$ cat src/rtl/reduce_pkg.sv
// Shared types for the reduction engine: operating modes and FSM states.
package reduce_pkg;

    typedef enum logic [1:0] {
        RED_SUM = 2'd0,
        RED_MAX = 2'd1,
        RED_MIN = 2'd2,
        RED_XOR = 2'd3
    } red_mode_t;

    typedef enum logic [1:0] {
        S_IDLE = 2'd0,
        S_RUN  = 2'd1,
        S_DONE = 2'd2
    } red_state_t;

endpackage

$ cat src/rtl/reduce_engine_if.sv
// Request/result bus of the reduction engine plus its memory read port.
//
// Handshake: the requester raises start with mode/base_addr/count; the engine
// accepts it only while idle (busy=0) and latches the parameters on that edge.
// busy stays high until the request completes; done pulses for exactly one
// cycle with result/overflow valid, and result/overflow then hold until the
// next done. start seen while busy is dropped, never queued. The read port is
// asynchronous: rd_data must reflect rd_addr within the same cycle.
interface reduce_engine_if #(
    parameter int DATA_W = 8,
    parameter int ADDR_W = 4,
    parameter int ACC_W  = 12
);
    logic              start;
    logic [1:0]        mode;
    logic [ADDR_W-1:0] base_addr;
    logic [ADDR_W:0]   count;
    logic [ADDR_W-1:0] rd_addr;
    logic [DATA_W-1:0] rd_data;
    logic              busy;
    logic              done;
    logic [ACC_W-1:0]  result;
    logic              overflow;

    // Requester side (also supplies memory read data).
    modport master (
        output start, mode, base_addr, count, rd_data,
        input  rd_addr, busy, done, result, overflow
    );

    // Engine side.
    modport slave (
        input  start, mode, base_addr, count, rd_data,
        output rd_addr, busy, done, result, overflow
    );
endinterface

$ cat src/rtl/reduce_alu.sv
// One fold step of the reduction: combines the running accumulator with a
// zero-extended memory word according to the selected mode.
module reduce_alu
    import reduce_pkg::*;
#(
    parameter int DATA_W = 8,
    parameter int ACC_W  = 12
) (
    input  red_mode_t         mode_i,
    input  logic [ACC_W-1:0]  acc_i,
    input  logic [DATA_W-1:0] data_i,
    output logic [ACC_W-1:0]  next_acc_o,
    output logic              sat_o
);
    logic [ACC_W-1:0] data_ext;
    logic [ACC_W:0]   sum;

    assign data_ext = ACC_W'(data_i);
    // Extra carry bit tells whether the sum left the accumulator range.
    assign sum      = {1'b0, acc_i} + {1'b0, data_ext};

    // Select the folded value; SUM clamps to all-ones on carry-out.
    always_comb begin
        next_acc_o = acc_i;
        sat_o      = 1'b0;
        unique case (mode_i)
            RED_SUM: begin
                if (sum[ACC_W]) begin
                    next_acc_o = '1;
                    sat_o      = 1'b1;
                end else begin
                    next_acc_o = sum[ACC_W-1:0];
                end
            end
            RED_MAX: next_acc_o = (data_ext > acc_i) ? data_ext : acc_i;
            RED_MIN: next_acc_o = (data_ext < acc_i) ? data_ext : acc_i;
            RED_XOR: next_acc_o = acc_i ^ data_ext;
            default: next_acc_o = acc_i;
        endcase
    end
endmodule

$ cat src/rtl/reduce_engine.sv
// Reduction engine: walks a window of a register-file memory, one word per
// cycle, through its asynchronous read port and folds the words into a
// single result (SUM with saturation, MAX, MIN or XOR).
module reduce_engine
    import reduce_pkg::*;
#(
    parameter int DATA_W = 8,
    parameter int ADDR_W = 4,
    parameter int ACC_W  = 12
) (
    input  logic             clk,
    input  logic             rst_n,
    reduce_engine_if.slave   bus,
    output red_state_t       state_o
);
    localparam int              DEPTH   = 2 ** ADDR_W;
    localparam logic [ADDR_W:0] DEPTH_V = (ADDR_W + 1)'(DEPTH);
    // MIN starts from the largest possible word so the first word always wins.
    localparam logic [ACC_W-1:0] MIN_ID = ACC_W'({DATA_W{1'b1}});

    if (ACC_W < DATA_W) begin : g_bad_acc_w
        $error("reduce_engine: ACC_W must be >= DATA_W");
    end

    red_state_t        state_q;
    red_mode_t         mode_q;
    logic [ADDR_W-1:0] base_q;
    logic [ADDR_W:0]   cnt_q;
    logic [ADDR_W:0]   idx_q;
    logic [ACC_W-1:0]  acc_q;
    logic              ovf_q;
    logic [ACC_W-1:0]  result_q;
    logic              overflow_q;

    logic [ADDR_W:0]   cnt_d;
    logic [ACC_W-1:0]  acc_d;
    logic              sat;
    logic              last_word;

    assign cnt_d     = (bus.count > DEPTH_V) ? DEPTH_V : bus.count;
    assign last_word = (idx_q == cnt_q - 1'b1);

    reduce_alu #(
        .DATA_W (DATA_W),
        .ACC_W  (ACC_W)
    ) u_alu (
        .mode_i     (mode_q),
        .acc_i      (acc_q),
        .data_i     (bus.rd_data),
        .next_acc_o (acc_d),
        .sat_o      (sat)
    );

    // Control FSM with index counter and result registers. The result is
    // written on the edge that enters DONE so it is valid alongside done.
    always_ff @(posedge clk) begin
        if (!rst_n) begin
            state_q    <= S_IDLE;
            mode_q     <= RED_SUM;
            base_q     <= '0;
            cnt_q      <= '0;
            idx_q      <= '0;
            acc_q      <= '0;
            ovf_q      <= 1'b0;
            result_q   <= '0;
            overflow_q <= 1'b0;
        end else begin
            unique case (state_q)
                S_IDLE: begin
                    if (bus.start) begin
                        mode_q <= red_mode_t'(bus.mode);
                        base_q <= bus.base_addr;
                        cnt_q  <= cnt_d;
                        idx_q  <= '0;
                        ovf_q  <= 1'b0;
                        acc_q  <= (red_mode_t'(bus.mode) == RED_MIN) ? MIN_ID : '0;
                        if (cnt_d == '0) begin
                            result_q   <= '0;
                            overflow_q <= 1'b0;
                            state_q    <= S_DONE;
                        end else begin
                            state_q    <= S_RUN;
                        end
                    end
                end
                S_RUN: begin
                    acc_q <= acc_d;
                    ovf_q <= ovf_q | sat;
                    if (last_word) begin
                        result_q   <= acc_d;
                        overflow_q <= ovf_q | sat;
                        idx_q      <= '0;
                        state_q    <= S_DONE;
                    end else begin
                        idx_q      <= idx_q + 1'b1;
                    end
                end
                S_DONE: begin
                    state_q <= S_IDLE;
                end
                default: begin
                    state_q <= S_IDLE;
                end
            endcase
        end
    end

    // idx is zero outside RUN, so the read address rests on the latched base.
    assign bus.rd_addr  = base_q + idx_q[ADDR_W-1:0];
    assign bus.busy     = (state_q != S_IDLE);
    assign bus.done     = (state_q == S_DONE);
    assign bus.result   = result_q;
    assign bus.overflow = overflow_q;
    assign state_o      = state_q;
endmodule

$ cat src/flat_wrapper.sv
// flat-port wrapper written by rule: the top's interface ports become plain ports
module reduce_engine_flat import reduce_pkg::*;
#(
    parameter int DATA_W = 8,
    parameter int ADDR_W = 4,
    parameter int ACC_W  = 12
)
  (clk, rst_n, state_o, bus_start, bus_mode, bus_base_addr, bus_count, bus_rd_data, bus_rd_addr, bus_busy, bus_done, bus_result, bus_overflow);
  reduce_engine_if #(.DATA_W(DATA_W), .ADDR_W(ADDR_W), .ACC_W(ACC_W)) bus_i ();
  input  logic clk;
  input  logic rst_n;
  output red_state_t state_o;
  input wire logic [$bits(bus_i.start)-1:0] bus_start;
  input wire logic [$bits(bus_i.mode)-1:0] bus_mode;
  input wire logic [$bits(bus_i.base_addr)-1:0] bus_base_addr;
  input wire logic [$bits(bus_i.count)-1:0] bus_count;
  input wire logic [$bits(bus_i.rd_data)-1:0] bus_rd_data;
  output wire logic [$bits(bus_i.rd_addr)-1:0] bus_rd_addr;
  output wire logic [$bits(bus_i.busy)-1:0] bus_busy;
  output wire logic [$bits(bus_i.done)-1:0] bus_done;
  output wire logic [$bits(bus_i.result)-1:0] bus_result;
  output wire logic [$bits(bus_i.overflow)-1:0] bus_overflow;
  assign bus_i.start = bus_start;
  assign bus_i.mode = bus_mode;
  assign bus_i.base_addr = bus_base_addr;
  assign bus_i.count = bus_count;
  assign bus_i.rd_data = bus_rd_data;
  assign bus_rd_addr = bus_i.rd_addr;
  assign bus_busy = bus_i.busy;
  assign bus_done = bus_i.done;
  assign bus_result = bus_i.result;
  assign bus_overflow = bus_i.overflow;
  reduce_engine #(.DATA_W(DATA_W), .ADDR_W(ADDR_W), .ACC_W(ACC_W)) u_core (.clk(clk), .rst_n(rst_n), .bus(bus_i), .state_o(state_o));
endmodule
$ cat config.mk
export PLATFORM = sky130hd
export DESIGN_NAME = reduce_engine_flat
export DESIGN_NICKNAME = d
export VERILOG_FILES = /design/src/rtl/reduce_pkg.sv /design/src/rtl/reduce_engine_if.sv /design/src/rtl/reduce_alu.sv /design/src/rtl/reduce_engine.sv /design/src/flat_wrapper.sv
export SDC_FILE = /design/constraint.sdc
export NUM_CORES = 1
export LEC_CHECK = 0
export CORE_ASPECT_RATIO = 1.75
export CORE_UTILIZATION = 55
export DETAILED_ROUTE_END_ITERATION = 12
export GPL_TIMING_DRIVEN = 0
export MAX_ROUTING_LAYER = met4
export PLACE_DENSITY_LB_ADDON = 0.25
export SLEW_MARGIN = 5
export SYNTH_ARGS = -nofsm -noshare
export SYNTH_HDL_FRONTEND = slang
export SYNTH_SLANG_ARGS = --single-unit
$ cat constraint.sdc
create_clock -name clk -period 3.25 [get_ports clk]
set_clock_uncertainty 0.1 [all_clocks]
set_input_delay 0.8125 -clock clk [delete_from_list [all_inputs] [get_ports clk]]
set_output_delay 0.8125 -clock clk [all_outputs]
set_load 0.02 [all_outputs]
==> impl_metrics.toml <==
[run_status]
outcome = "complete, no violations"

[global_route]
wire_length_of_the_first_global_routing_pass_um = 15500
first_global_vias = 3305
total_routing_usage_gr_pct = 36.1
use_met1_pct = 33.0
grt.met2_usage_pct = 66.2
use_met3_pct = 5.91
grt_overflow = 0
grt_start_max_net_pins = 16
grt_most_used_layer = "met2"
antenna_found_initial = 0

[synthesis]
synth-warning-count = 0
synth_edf_count = 0
postSynthNetCount = 443
synthXorXnorAreaFrac_pct = 5.14
netlist_area_um2 = 3070
synth-adder-area-share_pct = 9.87
compound_gate_portion_of_the_synthesized_area_pct = 26.5
synth.ff_latch_count = 44
synth_ff_type = "dfxtp_1"
synthesis.area_per_instance_um2 = 7.71
post_synth_and_or_nand_nor_area_fraction_pct = 22.7
yosys-mux-area-fraction_pct = 1.47
main_combinational_cell_family_by_area_after_synthesis = "compound AO/OA/AOI/OAI gates"
synth-seq-area-share_pct = 28.7
synthArstFlopShare_pct = 0
synthesis.instances = 398
synth.lib_cells_used.distinct = 64

[finish]
drive_gt1_share_pct = 11.5
num_antenna_cells = 0
layout.nets = 498
layout_cells_excl_fill = 528
mostFrequentLayoutCell = "nand2_1"
area_growth_pct = 25.6
most-common-layout-cells = "48 x nand2_1, 44 x dfxtp_1, 38 x clkdlybuf4s50_1"

[timing]
hold_slack_ps = 366
slew_headroom_pct = 26.5
max_freq_ghz = 0.314
post-route-worst-setup-slack_ps = 69.5
post-route-min-period_ps = 3180
final_min_period_over_clock_period_pct = 97.9
setup_violations = 0
worst-slew-pin-transition_ps = 1100
maxSlewViolCount = 0
timing_hold_violations_final = 0

[cts]
clkSlewWorstSetupHoldPaths_ps = 90
cts_inserted_buffers = 5
clock_tree_from_tritoncts = "built"
cts_root_buffer = "clkbuf_8"
clock_sink_count = 44
clock_latency_ps = 310
bufs_on_longest_clock_path = 2
cts.hold.buffers_added = 0
clock_tree.htree_level_count = 2

[critical_path]
worstSetupEndpointType = "flop"
critical_setup_path_class = "primary input to flop"
timing.critical_path.fanout_max = 6
delay_of_the_slowest_cell_on_the_worst_path_ps = 480
path_buf_inv = 3
worstReg2RegStart = "u_core.acc_q[1]"
arrival_ps = 3270
critical-path-top-cell-by-count = "buf_4"
cp_slowest_cell = "clkdlybuf4s50_1"
timing.critical_path.required_ps = 3340
worstPathCellList = "clkdlybuf4s50_1, ha_2, nand4_1, buf_4, a2111oi_4, buf_4, nor2_4, mux2_4, a31oi_4, a31oi_1"
start_kind = "primary input"
critical_path.startpoint = "bus_rd_data[4]"
critPathTopFamily = "buffers and inverters"

[floorplanning]
design.die.area_um2 = 5890
design.core.area_um2 = 5300
std_cell_rows = 35
die_width_um = 58.5
floorplan.initialDensity_pct = 57.9
num_io_pins = 43
die-height_um = 101

[routing]
drtPass1Iterations = 7
drt-total-wl_um = 10100
post-route-drc-count = 0
drt_iter0_markers = 230
via_count = 3352
postRouteAntennaNets = 0
detail_route.wl_per_cell_um = 19.1
viasPerCell = 6.35

[power]
post-layout-total-power_mw = 1.59
peakVddDrop_mv = 0.319
power_per_cell_area_nw_per_um2 = 414
leakagePower_nw = 1.49

[hold_path]
timing.hold.worst.class = "flop to flop"
worstHoldStart = "u_core.bus.result[0]"

[place]
dp.final_hpwl_um = 7350
place_worst_setup_slack_ps = -560
dpl.cell_count = 514
io_buffers = 42
gp_congestion = 0.999

[job]
maxCapViolations = 0
-- synthesized netlist by cell type, types with 2 or more instances --
master,number,area (µm²)
a31oi_1,9,56.3
nor3b_1,2,15.0
a22oi_1,2,15.0
dfxtp_1,44,881
xnor2_1,9,78.8
o211ai_1,8,60.1
a32o_1,2,20.0
nor4_1,3,18.8
xor2_1,9,78.8
nor3_1,3,15.0
o21ai_1,2,10.0
clkbuf_1,8,30.0
ha_1,21,263
a21o_1,2,15.0
o22ai_1,7,43.8
o31ai_1,2,15.0
inv_1,24,90.1
a21oi_1,37,185
nand4b_1,3,26.3
nand4_1,3,18.8
nand3b_1,4,30.0
nand2b_1,4,25.0
o31a_1,2,17.5
mux2i_1,3,30.0
a221oi_1,5,43.8
nand3_1,26,130
nand2_1,51,191
nor2_1,28,105
o21ai_0,32,160
nor2b_1,4,25.0
or2_1,2,12.5
fa_1,2,40.0
buf_2,3,15.0
a211oi_1,2,15.0
-- routing by layer --
| metal | part of all wire, % | routed length, µm |
|---|---|---|
| met4 | 6.1 | 618 |
| met2 | 54 | 5490 |
| met1 | 34 | 3430 |
| met3 | 5.5 | 557 |
| met5 | 0 | 0 |
-- state kept, by name, indices dropped and copies added, names as in the netlist --
register             cells
u_core.cnt_q             5
u_core.bus.overflow      1
u_core.state_o           2
u_core.bus.result       12
u_core.mode_q            2
u_core.idx_q             5
u_core.ovf_q             1
u_core.acc_q            12
u_core.base_q            4
-- layout make-up --
class / instances / area [µm²]
Inverter: 26 / 97.6
Clock buffer: 5 / 68.8
Multi-Input combinational cell: 313 / 2110
Sequential cell: 44 / 881
Timing Repair Buffer: 48 / 475
Buffer: 15 / 78.8
Clock inverter: 3 / 46.3
Tap cell: 74 / 92.6
Fill cell: 437 / 1450
-- cells by family (layout without fill, tap and decap cells) --
group | count (synthesis) | after routing
flip-flops | 44 | 44
AO/OA/AOI/OAI | 126 | 126
AND/OR/NAND/NOR | 142 | 142
multiplexers | 4 | 4
buffers and inverters | 41 | 97
adder cells (fa/ha/maj) | 23 | 23
XOR/XNOR | 18 | 18
-- per-stage QoR --
stage / utilization [%] / instance area [µm²] / setup TNS (ps)
2_1_floorplan: - / 3070 / 0
3_3_place_gp: 67.6 / 3580 / -8880
3_5_place_dp: 67.6 / 3580 / -9040
4_1_cts: 71.0 / 3760 / -3.98
5_1_grt: 72.7 / 3850 / -119
6_report: 72.7 / 3850 / 0
-- final timing paths --
path	slack [ps]	cells after the start	endpoint
setup / recovery	70	10	u_core.bus.result[2]
hold / removal	370	2	u_core.bus.result[0]
setup reg to reg	440	10	u_core.bus.result[2]
hold reg to reg	370	2	u_core.bus.result[0]
-- worst min-delay path, stage by stage (launching register included) --
cell     delay (ps)
dfxtp_1         330
nand2_1          50
o21ai_0          60
-- timing repair --
item | CTS | global route
endpoints found under the setup margin | 20 | 22
hold endpoints to repair | 0 | 0
gates resized for setup | 7 | 28
setup buffers | 6 | 0
pin swaps | 2 | 4
gates cloned | 0 | 0
-- power by group --
part / internal, mW / switching, mW
clock network: 0.232 / 0.212
registers: 0.562 / 0.0272
logic: 0.217 / 0.345
Note: power is estimated with default switching activity, not from simulation.
